[config.mk]
export PLATFORM = sky130hd
export DESIGN_NAME = uart_tx_fifo
export DESIGN_NICKNAME = d
export VERILOG_FILES = /design/src/rtl/uart_tx_fifo.sv
export SDC_FILE = /design/constraint.sdc
export NUM_CORES = 1
export LEC_CHECK = 0
export ABC_AREA = 1
export BUFFER_PORTS_ARGS = -buffer_cell sky130_fd_sc_hd__clkbuf_2
export CAP_MARGIN = 5
export CORE_MARGIN = 3
export CORE_UTILIZATION = 50
export CTS_BUF_LIST = sky130_fd_sc_hd__clkbuf_8
export CTS_CLUSTER_DIAMETER = 150
export DETAILED_ROUTE_END_ITERATION = 12
export GPL_ROUTABILITY_DRIVEN = 0
export PLACE_DENSITY = 0.68
export RECOVER_POWER = 25
export SYNTH_ARGS = -nofsm -noshare
export SYNTH_HDL_FRONTEND = slang
export SYNTH_SLANG_ARGS = --single-unit
[constraint.sdc]
create_clock -name clk -period 2.1 [get_ports clk]
set_clock_uncertainty 0.2 [all_clocks]
set_input_delay 0.42 -clock clk [delete_from_list [all_inputs] [get_ports clk]]
set_output_delay 0.42 -clock clk [all_outputs]
set_load 0.01 [all_outputs]
[src/rtl/uart_tx_fifo.sv]
// 8-N-1 UART transmitter with a small valid/ready input FIFO.
// Bit timing uses an exact fractional accumulator, so the long-run baud rate equals uartRate.
module uart_tx_fifo #(
    parameter int unsigned clockRate = 76_800_000,
    parameter int unsigned uartRate  = 12_000_000,
    parameter int unsigned fifoDepth = 4
) (
    input  logic       clk,
    input  logic       reset,
    input  logic [7:0] data,
    input  logic       valid,
    output logic       ready,
    output logic       uart,
    output logic       busy
);

    function automatic int unsigned gcd_f(input int unsigned a, input int unsigned b);
        int unsigned x;
        int unsigned y;
        int unsigned t;
        x = a;
        y = b;
        while (y != 0) begin
            t = x % y;
            x = y;
            y = t;
        end
        return x;
    endfunction

    localparam int unsigned GCD   = gcd_f(clockRate, uartRate);
    localparam int unsigned C     = clockRate / GCD;
    localparam int unsigned U     = uartRate / GCD;
    localparam int unsigned ACC_W = $clog2(C + U);
    localparam int unsigned SUM_W = ACC_W + 1;
    localparam int unsigned PTR_W = $clog2(fifoDepth);
    localparam int unsigned CNT_W = PTR_W + 1;

    typedef enum logic [1:0] {
        S_IDLE,
        S_START,
        S_DATA,
        S_STOP
    } state_t;

    state_t             r_state;
    state_t             w_state_next;

    logic [7:0]         r_mem [fifoDepth];
    logic [PTR_W-1:0]   r_wr_ptr;
    logic [PTR_W-1:0]   r_rd_ptr;
    logic [CNT_W-1:0]   r_count;

    logic               r_uart;
    logic [7:0]         r_shift;
    logic [2:0]         r_bit_cnt;
    logic [ACC_W-1:0]   r_acc;

    logic               w_uart_next;
    logic [7:0]         w_shift_next;
    logic [2:0]         w_bit_next;
    logic [ACC_W-1:0]   w_acc_next;
    logic               w_pop;
    logic               w_push;
    logic               w_empty;
    logic [7:0]         w_head;
    logic [SUM_W-1:0]   w_sum;
    logic               w_tick;
    logic [ACC_W-1:0]   w_acc_adv;

    always_comb begin
        w_empty = (r_count == '0);
        ready   = (r_count != CNT_W'(fifoDepth));
        busy    = (r_state != S_IDLE) || !w_empty;
        w_push  = valid && ready;
        w_head  = r_mem[r_rd_ptr];
        uart    = r_uart;
    end

    // Fractional bit-rate accumulator: tick whenever the running sum crosses C.
    always_comb begin
        w_sum  = {1'b0, r_acc} + SUM_W'(U);
        w_tick = (w_sum >= SUM_W'(C));
        if (w_tick) begin
            w_acc_adv = ACC_W'(w_sum - SUM_W'(C));
        end else begin
            w_acc_adv = ACC_W'(w_sum);
        end
    end

    always_ff @(posedge clk) begin
        if (reset) begin
            r_state <= S_IDLE;
        end else begin
            r_state <= w_state_next;
        end
    end

    always_comb begin
        w_state_next = r_state;
        w_uart_next  = r_uart;
        w_shift_next = r_shift;
        w_bit_next   = r_bit_cnt;
        w_acc_next   = r_acc;
        w_pop        = 1'b0;
        case (r_state)
            S_IDLE: begin
                if (!w_empty) begin
                    w_pop        = 1'b1;
                    w_shift_next = w_head;
                    w_acc_next   = '0;
                    w_bit_next   = '0;
                    w_uart_next  = 1'b0;
                    w_state_next = S_START;
                end else begin
                    w_uart_next  = 1'b1;
                end
            end
            S_START: begin
                w_acc_next = w_acc_adv;
                if (w_tick) begin
                    w_uart_next  = r_shift[0];
                    w_state_next = S_DATA;
                end
            end
            S_DATA: begin
                w_acc_next = w_acc_adv;
                if (w_tick) begin
                    if (r_bit_cnt == 3'd7) begin
                        w_uart_next  = 1'b1;
                        w_state_next = S_STOP;
                    end else begin
                        w_shift_next = r_shift >> 1;
                        w_bit_next   = r_bit_cnt + 3'd1;
                        w_uart_next  = r_shift[1];
                    end
                end
            end
            S_STOP: begin
                // Accumulator is kept across frames so back-to-back throughput stays exact.
                w_acc_next = w_acc_adv;
                if (w_tick) begin
                    if (!w_empty) begin
                        w_pop        = 1'b1;
                        w_shift_next = w_head;
                        w_bit_next   = '0;
                        w_uart_next  = 1'b0;
                        w_state_next = S_START;
                    end else begin
                        w_uart_next  = 1'b1;
                        w_state_next = S_IDLE;
                    end
                end
            end
            default: begin
                w_uart_next  = 1'b1;
                w_state_next = S_IDLE;
            end
        endcase
    end

    always_ff @(posedge clk) begin
        if (reset) begin
            r_uart    <= 1'b1;
            r_shift   <= '0;
            r_bit_cnt <= '0;
            r_acc     <= '0;
        end else begin
            r_uart    <= w_uart_next;
            r_shift   <= w_shift_next;
            r_bit_cnt <= w_bit_next;
            r_acc     <= w_acc_next;
        end
    end

    always_ff @(posedge clk) begin
        if (w_push) begin
            r_mem[r_wr_ptr] <= data;
        end
    end

    // Pointers wrap naturally; count is one bit wider to tell full from empty.
    always_ff @(posedge clk) begin
        if (reset) begin
            r_wr_ptr <= '0;
            r_rd_ptr <= '0;
            r_count  <= '0;
        end else begin
            if (w_push) begin
                r_wr_ptr <= r_wr_ptr + PTR_W'(1);
            end
            if (w_pop) begin
                r_rd_ptr <= r_rd_ptr + PTR_W'(1);
            end
            if (w_push && !w_pop) begin
                r_count <= r_count + CNT_W'(1);
            end else if (!w_push && w_pop) begin
                r_count <= r_count - CNT_W'(1);
            end
        end
    end

endmodule

# [Word-level counts from Yosys, hierarchy flattened]
# Memory sizes are Yosys's and may differ from the RTL's. A register that Yosys moved wholly into a read port is not among the register bits.
# Cells that the tools add are included.
[word_totals] regBits=27 ramBits=32 memories=1
[classes] addsub=7 magnitude_cmp=1 n_eq_ne=11 muxes=35 n_reduce_logical=16
[memory_table] name="r_mem" depth=4 width=8 read_ports=1 rd_ports_with_merged_regs=1 write_ports=1 line_no="49" source="logic [7:0] r_mem [fifoDepth];"
[ops] cell="8-bit two-way mux" n=4
[ops] cell="8-bit one-hot mux with 3 select lines" n=1
[ops] cell="3-bit two-way mux" n=6
[ops] cell="2-bit two-way mux" n=7
[ops] cell="6-bit two-way mux" n=2
[ops] cell="2-bit inequality test, second input constant" n=6
[ops] cell="6-bit one-hot mux with 2 select lines" n=1
[ops] cell="1-bit two-way mux" n=10
[ops] cell="3-bit one-hot mux with 3 select lines" n=1
[ops] cell="2-bit one-hot mux with 4 select lines" n=1
[ops] cell="6-bit by 3-bit adder with 7-bit output, second input constant" n=1
[ops] cell="7-bit by 6-bit greater-or-equal comparator with 1-bit output, second input constant" n=1
[ops] cell="3-bit by 1-bit adder with 3-bit output, second input constant" n=2
[ops] cell="6-bit subtractor, second input constant" n=1
[ops] cell="5-bit AND reduction" n=1
[ops] cell="2-bit by 1-bit adder with 2-bit output, second input constant" n=2
[ops] cell="2-bit == test, second input constant" n=2
[ops] cell="1-bit one-hot mux with 4 select lines" n=1
[ops] cell="4-bit AND reduction" n=1
[ops] cell="2-bit nonzero test" n=2
[ops] cell="3-bit == test, second input constant" n=1
[ops] cell="1-bit logical AND" n=3
[ops] cell="1-bit logical NOT" n=3
[ops] cell="3-bit logical NOT" n=1
[ops] cell="other kinds (9)" n=9

# [Depth between registers and ports, before layout]
# Gate-level depths: netlist of the first run.
[logic_depth] depth_word=7 depth_mapped=14

# [Worst setup path before layout of the first run]
# No wires, ideal clock.
[synth_timing] path_kind="flip-flop to flip-flop" from="register r_acc[0]" to="register r_count[2]" arrival_ns=1.998 required_ns=1.778 slack_ns=-0.220 stages_incl_launch_ff=14 period_less_slack_ns=2.320 path_cell_list="dfxtp_1 ha_1 nor2_1 nand4_1 nand3_1 nand2_1 nand2_1 ha_1 inv_1 fa_1 a21oi_1 o21ai_0 o21ai_0 a21oi_1"
[synth_between] elab_chain_cells=7 word_cells_on_any_way=9
[synth_lines] item="start: declaration" line_no="57" source="logic [ACC_W-1:0] r_acc;"
[synth_lines] item="start signal: assignment" line_no="172" source="r_acc <= w_acc_next;"
[synth_lines] item="6-bit by 3-bit adder with 7-bit output *" line_no="82" source="w_sum = {1'b0, r_acc} + SUM_W'(U);"
[synth_lines] item="7-bit by 6-bit greater-or-equal comparator with 1-bit output *" line_no="83" source="w_tick = (w_sum >= SUM_W'(C));"
[synth_lines] item="1-bit two-way mux *" line_no="142" source="if (w_tick) begin"
[synth_lines] item="1-bit one-hot mux with 2 select lines *" line_no="106" source="case (r_state)"
[synth_lines] item="1-bit logical NOT" line_no="195" source="if (w_push && !w_pop) begin"
[synth_lines] item="1-bit logical AND" line_no="195"
[synth_lines] item="3-bit two-way mux / 2-bit nonzero test (equally long branches)"
[synth_lines] item="end signal: assignment" line_no="196" source="r_count <= r_count + CNT_W'(1);"
[synth_lines] item="end signal: assignment" line_no="198" source="r_count <= r_count - CNT_W'(1);"
[synth_lines] item="end: declaration" line_no="52" source="logic [CNT_W-1:0] r_count;"
# Mark *: on every way between the ends. The rest lies on a longest branch, timed or not.
# A chain may end at the register's enable or synchronous reset.

# [Final worst setup path of the first run]
# Same ends and word-level chain as after synthesis.

==> impl_results.md, run 1 <==
- Most frequent cells in the layout: 64 x nand2_1, 46 x nor2_1, 32 x edfxtp_1
- Worst path bufs/invs: 1
- Commonest non-fill, non-tap cell in the layout: nand2_1
- Hold buffer count at cts: 0
- Die Wd: 80.5 um
- Critical Path, Cell by Cell: ha_4 > nor2_4 > nand4_1 > nand3_1 > nand2_2 > nand2_2 > ha_4 > inv_2 > fa_2 > a21oi_2 > o21ai_2 > o21ai_1 > a21oi_1
- Max incr delay on CP: 370 ps
- Crit-path leading delay family: adder cells
- First-pass GRT wire length: between 8000 and 9000 um
- Crit path DAT: roughly 2200 ps
- Row cnt: 26
- Slew margin rel.: 69.9%
- Register area share after synthesis: 55.5%
- CTS Buffer Depth: 2
- CTS clk-pin slew, worst paths: 70 ps
- Die footprint: 0.00649 mm^2
- Via density: 4.90
- Max_cap viols: 0
- H-tree depth: 3
- Tot Pwr: 4.73 mW
- Worst-Skew Late Latency: 330 ps
- Peak supply drop: 743 uV
- Unrepaired setup endpoints after global routing: true
- GRT Resource Usage Total: between 10% and 20%
- Number of global-route vias before repair: 1,983
- CTS Sinks: 61
- Detailed-placement wirelength estimate: around 3600 um
- Fmax: around 450 MHz
- ANT cells: 0
- Count of cell types in the netlist: 28
- Core area: 0.00524 mm^2
- Initial Util: 53.0%
- Final worst slack: -120 ps
- Status: complete, but fails checks
- Largest net degree at the start of global routing: 17
- Final hold vios: 0
- Final WL: 5260 um
- Fin. max-slew vios: 0
- Leakage: 1.43 nW
- Initial antenna violation count: 0
- Final nets: 381
- Synth warn: 0
- Critical Path Source Type: register
- Worst Hold Class: primary input to register
- Final min period: 2220 ps
- Final setup viols: 1
- Layout cells sized above 1: 21.9%
- First DRT Iteration DRCs: 97
- Avg Inst Size Synth: 8.99 um^2
- Final period util: 106%
- Failing checks: negative setup slack
- Measured slew at the worst slew-check pin: around 450 ps
- Yosys reg bits: 61
- WS Path Type: register to register
- DR DRC count: 0
- PwrDens: 1400 mW/mm^2
- CP endpoint kind: register
- Worst slack on hold paths: 114 ps
- Worst path slowest cell: fa_2
- Port buffer count: 13
- Die Y: 80.5 um
- Wire per inst: 12.2 um
- Required time of the worst setup path: 2120 ps
- TritonCTS clock tree: yes
- Core Util, Final: ~65%
- Cts bufs inserted: 9
- Via count: 2,114
- # IOs: 14
- Critical Path Fanout Max: 3
- Post-route setup TNS: -120 ps
- Root buf cell: clkbuf_8
- P&R area growth vs syn: 21.8%
- Post-Syn Area: 0.00278 mm^2
- Antenna Nets Post-Route: 0
- Cells after Synth: 309
- Total grt overflow: 0
- Initial DRT Pass Iterations: 4
- Post-synth net total: 334
[report_power, final]
part | switching [mW] | internal [mW] | leakage [nW] | total (mW)
Combinational | 1.19 | 0.908 | 0.798 | 2.10
Clock | 0.450 | 0.540 | 0.0964 | 0.990
Sequential | 0.133 | 1.51 | 0.534 | 1.64
Total | 1.77 | 2.95 | 1.43 | 4.73
[state kept, by name, indices dropped and copies added (netlist names), named ones only]
register	count
r_mem	32
r_bit_cnt	3
r_shift	8
r_rd_ptr	2
r_acc	6
r_count	3
uart	1
r_state	2
r_wr_ptr	2
[logic make-up after synthesis]
family,Yosys count,synth area share (%)
simple gates,137,20.0
fa+ha+maj,14,6.58
flops,61,55.5
xor+xnor,2,0.631
compound gates,57,11.7
buf+inv,38,5.59
[synthesized netlist by cell type, drive strengths merged]
| cell | number | area [um^2] |
|---|---|---|
| buf | 3 | 23.8 |
| a31oi | 1 | 6.26 |
| o22ai | 6 | 37.5 |
| or2 | 2 | 15.0 |
| a211oi | 1 | 7.51 |
| fa | 1 | 20.0 |
| clkbuf | 4 | 15.0 |
| o211ai | 2 | 15.0 |
| nor3 | 1 | 5.00 |
| nand4 | 1 | 6.26 |
| a21oi | 18 | 101 |
| nor2 | 49 | 184 |
| inv | 31 | 116 |
| nand3 | 15 | 75.1 |
| xor2 | 2 | 17.5 |
| edfxtp | 32 | 961 |
| ha | 13 | 163 |
| o21ai | 29 | 156 |
| dfxtp | 29 | 581 |
| nand2 | 69 | 272 |
[repair_timing]
| action | 4_1_cts | 5_1_grt |
|---|---|---|
| buffers inserted | 3 | 3 |
| gates resized for setup | 1 | 7 |
| pin swaps | 7 | 1 |
| endpoints found under the setup margin | 2 | 6 |
[stage by stage]
stage	setup WS, ps	instance area, um^2	instances
floorplan	-40.7	2850	309
detailed placement	-116	3140	409
CTS	-68.1	3360	428
finish	-120	3380	431
global placement	-82.7	3140	409
global route	-276	3380	431
[path summary, 6_finish.rpt]
| check | startpoint | end | slack, ps | depth (start not counted) |
|---|---|---|---|---|
| hold / removal | data[4] | r_mem[1][4]$_DFFE_PP_ | 110 | 1 |
| hold reg to reg | r_shift[0]$_SDFFE_PP0P_ | r_shift[0]$_SDFFE_PP0P_ | 260 | 2 |
| setup / recovery | r_acc[0]$_SDFFE_PP0P_ | r_count[2]$_SDFFE_PP0P_ | -120 | 13 |
| setup reg to reg | r_acc[0]$_SDFFE_PP0P_ | r_count[2]$_SDFFE_PP0P_ | -120 | 13 |
[layout make-up]
class	count	area [um^2]
timing repair buffer	43	283
multi-input combinational	210	1160
fill	426	1850
clock buffer	9	124
clock inverter	7	67.6
tap	70	87.6
inverter	31	116
sequential	61	1550
[per-layer routing]
| metal | vias up | routed length [um] | global-route usage [%] |
|---|---|---|---|
| met1 | 963 | 2530 | 24.3 |
| met4 | 0 | 76 | 10.1 |
| met5 | - | 0 | 0 |
| li1 | 1117 | - | - |
| met3 | 7 | 178 | 4.15 |
| met2 | 27 | 2480 | 27.8 |
Note: power is estimated with default switching activity, not from simulation.
==> run 2, diff against run 1 <==
--- a/config.mk
+++ b/config.mk
@@ -8,6 +8,7 @@
 export ABC_AREA = 1
 export BUFFER_PORTS_ARGS = -buffer_cell sky130_fd_sc_hd__clkbuf_2
 export CAP_MARGIN = 5
+export CORE_ASPECT_RATIO = 0.7
 export CORE_MARGIN = 3
 export CORE_UTILIZATION = 50
 export CTS_BUF_LIST = sky130_fd_sc_hd__clkbuf_8
==> impl_results.md, run 2 (synthesis results as in run 1) <==
- Hold buffer count at cts: 0
- PwrDens: about 1400 mW/mm^2
- Core area: roughly 0.0053 mm^2
- Die footprint: 0.00650 mm^2
- Worst Hold Launch: data[0]
- Crit path DAT: ~2300 ps
- Fmax: 447 MHz
- Status: complete, but fails checks
- TritonCTS clock tree: yes
- Unrepaired setup endpoints after global routing: true
- GRT Resource Usage Total: 19.6%
- Row cnt: 22
- Die Y: 68.4 um
- Worst r2r src: r_acc[0]$_SDFFE_PP0P_
- Die Wd: 95.1 um
- Final worst slack: -138 ps
- Largest Register: r_mem
- Hold Path Sink: r_mem[3][0]$_DFFE_PP_
- P&R area growth vs syn: 23.3%
- Worst-Skew Late Latency: about 340 ps
- Root buf cell: clkbuf_8
- Peak supply drop: 641 uV
- Final nets: 381
- Most frequent cells in the layout: 58 x nand2_1, 46 x nor2_1, 32 x edfxtp_1
- Total grt overflow: 0
- RR Endpoint: r_count[2]$_SDFFE_PP0P_
- Wire per inst: 13.4 um
- Final hold vios: 0
- Final Cell Area: 0.00343 mm^2
- CP endpoint kind: register
- WHS Path Cells: 1
- H-tree depth: 3
- Initial antenna violation count: 0
- CTS clk-pin slew, worst paths: ~70 ps
- Pre-CTS setup slack: -128 ps
- R2r setup slk: -140 ps
- DR DRC count: 0
- Tot Pwr: between 4 and 5 mW
- Worst path slowest cell: dfxtp_4
- Via density: 4.93
- Antenna Nets Post-Route: 0
- Initial DRT Pass Iterations: 4
- Layout cells sized above 1: 23.8%
- Worst Hold Class: primary input to register
- CP most frequent cell: ha_4
- Slew margin rel.: 66.1%
- # IOs: 14
- Largest net degree at the start of global routing: 17
- Fill count: 435
- Placed Area: 0.00314 mm^2
- Number of global-route vias before repair: 1,914
- Final period util: 107%
- Critical Path, Cell by Cell: ha_4 > nor2_4 > nand4_1 > nand3_1 > nand2_2 > nand2_4 > ha_4 > inv_2 > fa_2 > a21oi_2 > o21ai_2 > o21ai_1 > a21oi_1
- WS Path Type: register to register
- Commonest non-fill, non-tap cell in the layout: nand2_1
- First DRT Iteration DRCs: 166
- Final min period: roughly 2200 ps
- Leakage: about 1.4 nW
- Final setup viols: 2
- Critical Path Source Type: register
- Detailed-placement wirelength estimate: 3800 um
- Max_cap viols: 0
- R2R depth: 13
- Required time of the worst setup path: approximately 2100 ps
- Measured slew at the worst slew-check pin: 507 ps
- Top Registers: r_mem (32), r_shift (8), r_acc (6)
- Core Util, Final: 64.5%
- Cts bufs inserted: 9
- First-pass GRT wire length: 9230 um
- Critical Path Fanout Max: 3
- Fin. max-slew vios: 0
- Initial Util: a little over half
- Via count: 2,134
- CTS Buffer Depth: 2
- CTS Sinks: 61
- ANT cells: 0
- Max reg flops: 32
- Max incr delay on CP: 360 ps
- Port buffer count: 13
- Final WL: 5790 um
- Failing checks: negative setup slack
-- run 2: critical path, delay by kind of cell (launching register included) --
| family | cells | cell delay, ps |
|---|---|---|
| flip-flops | 1 | 360 |
| buffers and inverters | 1 | 40 |
| AO/OA/AOI/OAI | 4 | 390 |
| adder cells (fa/ha/maj) | 3 | 630 |
| AND/OR/NAND/NOR | 5 | 480 |
-- run 2: final cells by class --
cell class / count / area (um^2) / area share (%)
flip-flops and latches: 61 / 1550 / 45.3
multi-input cells: 212 / 1220 / 35.8
repair buffers: 41 / 270 / 7.89
clock buffers: 9 / 124 / 3.62
inverters: 31 / 116 / 3.40
well taps: 72 / 90.1 / 2.63
clock inverters: 7 / 50.0 / 1.46
-- run 2: worst max path at each step --
| stage | endpoint | slack [ps] | start | depth (start not counted) |
|---|---|---|---|---|
| 3_5_place_dp | r_count[2]$_SDFFE_PP0P_ | -130 | r_acc[0]$_SDFFE_PP0P_ | 13 |
| 2_1_floorplan | r_count[2]$_SDFFE_PP0P_ | -40 | r_acc[0]$_SDFFE_PP0P_ | 13 |
| 3_3_place_gp | r_count[2]$_SDFFE_PP0P_ | -80 | r_acc[1]$_SDFFE_PP0P_ | 13 |
| 6_report | r_count[2]$_SDFFE_PP0P_ | -140 | r_acc[0]$_SDFFE_PP0P_ | 13 |
| 5_1_grt | r_count[2]$_SDFFE_PP0P_ | -250 | r_acc[0]$_SDFFE_PP0P_ | 13 |
| 4_1_cts | r_count[2]$_SDFFE_PP0P_ | -70 | r_acc[0]$_SDFFE_PP0P_ | 13 |
-- run 2: layer usage --
layer  vias up  routed length (um)  track usage, %
met4         0                  40            6.83
met1       962                2960            28.4
met3         5                 315            7.25
li1       1121                   -               -
met2        46                2480            26.8
met5         -                   0               0
-- run 2: timing repair --
item / 4_1_cts / 5_1_grt
pin swaps: 10 / 7
gates cloned: 0 / 2
buffers inserted: 4 / 2
resized for setup: 4 / 19
setup endpoints to repair: 3 / 13
-- run 2: metrics by stage --
step	hold WS [ps]	setup TNS [ps]	std cells
after detailed placement	281	-151	411
after global placement	263	-75.9	411
after floorplan	239	-40.7	309
after global routing	107	-453	433
final	124	-152	433
after CTS	83.2	-80.9	431
-- run 2: power breakdown --
group | total (mW) | switching, mW | internal, mW
sequential | 1.66 | 0.150 | 1.51
clock | 0.917 | 0.486 | 0.431
combinational | 2.16 | 1.28 | 0.882
==> run 3, diff against run 2 <==
--- a/config.mk
+++ b/config.mk
@@ -10,12 +10,12 @@
 export CAP_MARGIN = 5
 export CORE_ASPECT_RATIO = 0.7
 export CORE_MARGIN = 3
-export CORE_UTILIZATION = 50
-export CTS_BUF_LIST = sky130_fd_sc_hd__clkbuf_8
+export CORE_UTILIZATION = 40
+export CTS_BUF_LIST = sky130_fd_sc_hd__clkbuf_4 sky130_fd_sc_hd__clkbuf_8
 export CTS_CLUSTER_DIAMETER = 150
 export DETAILED_ROUTE_END_ITERATION = 12
 export GPL_ROUTABILITY_DRIVEN = 0
-export PLACE_DENSITY = 0.68
+export PLACE_DENSITY = 0.56
 export RECOVER_POWER = 25
 export SYNTH_ARGS = -nofsm -noshare
 export SYNTH_HDL_FRONTEND = slang
==> impl_results.md, run 3 (synthesis results as in run 1) <==
- Clk network pwr share: around 22%
- Die footprint: approximately 0.008 mm^2
- Commonest non-fill, non-tap cell in the layout: nand2_1
- Critical Path, Cell by Cell: ha_4 > nor2_4 > nand4_1 > nand3_1 > nand2_2 > nand2_4 > ha_4 > inv_2 > fa_2 > a21oi_2 > o21ai_1 > o21ai_1 > a21oi_1
- Net Switching: 1.82 mW
- Hold buffer count at cts: 0
- CTS Sinks: between 60 and 70
- Cell-internal power: 2.90 mW
- DR DRC count: 0
- Worst slack on hold paths: 133 ps
- Die Y: between 70 and 80 um
- WS Path Type: register to register
- TritonCTS clock tree: yes
- CTS clk-pin slew, worst paths: around 70 ps
- Via count: between 2,000 and 2,500
- Most frequent cells in the layout: 64 x nand2_1, 47 x nor2_1, 32 x edfxtp_1
- Critical Path Fanout Max: 3
- Slew margin rel.: a little under 70%
- Port buffer count: 13
- Layer carrying the most global-route usage: met1
- Fill count: 609
- Leakage: 1.41 nW
- Largest Register: r_mem
- Detailed-placement wirelength estimate: 3860 um
- Total grt overflow: 0
- P&R area growth vs syn: 22.1%
- Post-route setup TNS: -80.2 ps
- Logic pwr share: 42.8%
- Fin. max-slew vios: 0
- Final worst slack: -80.2 ps
- Top Registers: r_mem (32), r_shift (8), r_acc (6)
- Worst-Skew Late Latency: 340 ps
- Final nets: 377
- Failing checks: negative setup slack
- GR Util met1: 23.6%
- Crit-path leading delay family: adder cells
- First DRT Iteration DRCs: 94
- Initial antenna violation count: 0
- Worst path bufs/invs: 1
- Sw Ratio: between 30% and 40%
- Wire per inst: 12.5 um
- # IOs: 14
- Die Wd: 106 um
- H-tree depth: 3
- Initial Util: 42.8%
- Root buf cell: clkbuf_8
- Final setup viols: 1
- Status: complete, but fails checks
- GRT Resource Usage Total: 15.6%
- Initial DRT Pass Iterations: 4
- Crit path DAT: 2210 ps
- Worst Hold Class: primary input to register
- Number of global-route vias before repair: 1,853
- M2 GR Usage: about a fifth
- Final WL: approximately 5600 um
- Antenna Nets Post-Route: 0
- Max reg flops: 32
- Peak supply drop: 635 uV
- Row cnt: 24
- Required time of the worst setup path: between 2000 and 2500 ps
- Via density: 4.55
- Final min period: 2180 ps
- Unrepaired setup endpoints after global routing: true
- Fmax: 459 MHz
- CTS Buffer Depth: 2
- Post-CTS Setup Bufs: 0
- Largest net degree at the start of global routing: 17
- Worst path slowest cell: fa_2
- Measured slew at the worst slew-check pin: 479 ps
- PwrDens: between 1000 and 1500 mW/mm^2
- Max_cap viols: 0
- Max incr delay on CP: 360 ps
- First-pass GRT wire length: 9310 um
- Cts bufs inserted: 9
- Met3 Track Usage GR: under 10%
- CP endpoint kind: register
- Flop pwr share: around a third
- Core area: 0.00649 mm^2
- Layout cells sized above 1: 19.9%
- Final period util: 104%
- Critical Path Source Type: register
- Final hold vios: 0
- ANT cells: 0
==> run 3: layout make-up <==
cell class | count | area, um^2 | share of cell area, %
Multi-Input combinational cell | 210 | 1160 | 34.2
Tap cell | 91 | 114 | 3.36
Timing Repair Buffer | 39 | 251 | 7.42
Inverter | 31 | 116 | 3.43
Clock inverter | 6 | 71.3 | 2.10
Clock buffer | 10 | 131 | 3.87
Sequential cell | 61 | 1550 | 45.6
==> run 3: path summary, 6_finish.rpt <==
| path | from | to | slack, ps | depth (start not counted) |
|---|---|---|---|---|
| hold reg to reg | r_shift[0]$_SDFFE_PP0P_ | r_shift[0]$_SDFFE_PP0P_ | 270 | 2 |
| setup / recovery | r_acc[1]$_SDFFE_PP0P_ | r_count[2]$_SDFFE_PP0P_ | -80 | 13 |
| setup reg to reg | r_acc[1]$_SDFFE_PP0P_ | r_count[2]$_SDFFE_PP0P_ | -80 | 13 |
| hold / removal | data[0] | r_mem[2][0]$_DFFE_PP_ | 130 | 1 |
==> run 3: worst register-to-register path, cell delays in order (launching register included) <==
cell     delay, ps
dfxtp_2        340
ha_4           170
nor2_4         100
nand4_1         90
nand3_1        110
nand2_2         80
nand2_4         70
ha_4           120
inv_2           40
fa_2           360
a21oi_2        120
o21ai_1         80
o21ai_1        130
a21oi_1         50
==> run 3: power groups by stage <==
stage | sequential, mW | clock, mW | combinational (mW)
after floorplan | 1.65 | 0 | 1.38
after global placement | 1.66 | 0 | 1.97
after detailed placement | 1.66 | 0 | 1.97
after CTS | 1.64 | 1.08 | 1.99
after global routing | 1.66 | 1.13 | 2.32
final | 1.64 | 1.06 | 2.02
==> run 3: layer usage <==
| metal | wire, um | up-vias | share of wire (%) |
|---|---|---|---|
| li1 | - | 1110 | - |
| met1 | 3200 | 890 | 57 |
| met2 | 2060 | 33 | 37 |
| met3 | 282 | 7 | 5.0 |
| met4 | 63 | 0 | 1.1 |
| met5 | 0 | - | 0 |
==> run 3: timing repair <==
item | in CTS | in global routing
resized for setup | 2 | 3
endpoints found under the setup margin | 3 | 3
gates cloned | 0 | 0
pin swaps | 3 | 2
==> run 3: stage by stage <==
stage	instance area [um^2]	utilization, %	std cells	total power, mW	setup WS, ps
finish	3390	52.3	448	4.72	-80.2
global route	3390	52.3	448	5.12	-245
CTS	3390	52.3	448	4.72	-60.7
detailed placement	3180	49.1	432	3.63	-99.8
global placement	3180	49.1	432	3.62	-76.0
floorplan	2850	-	309	3.03	-40.7
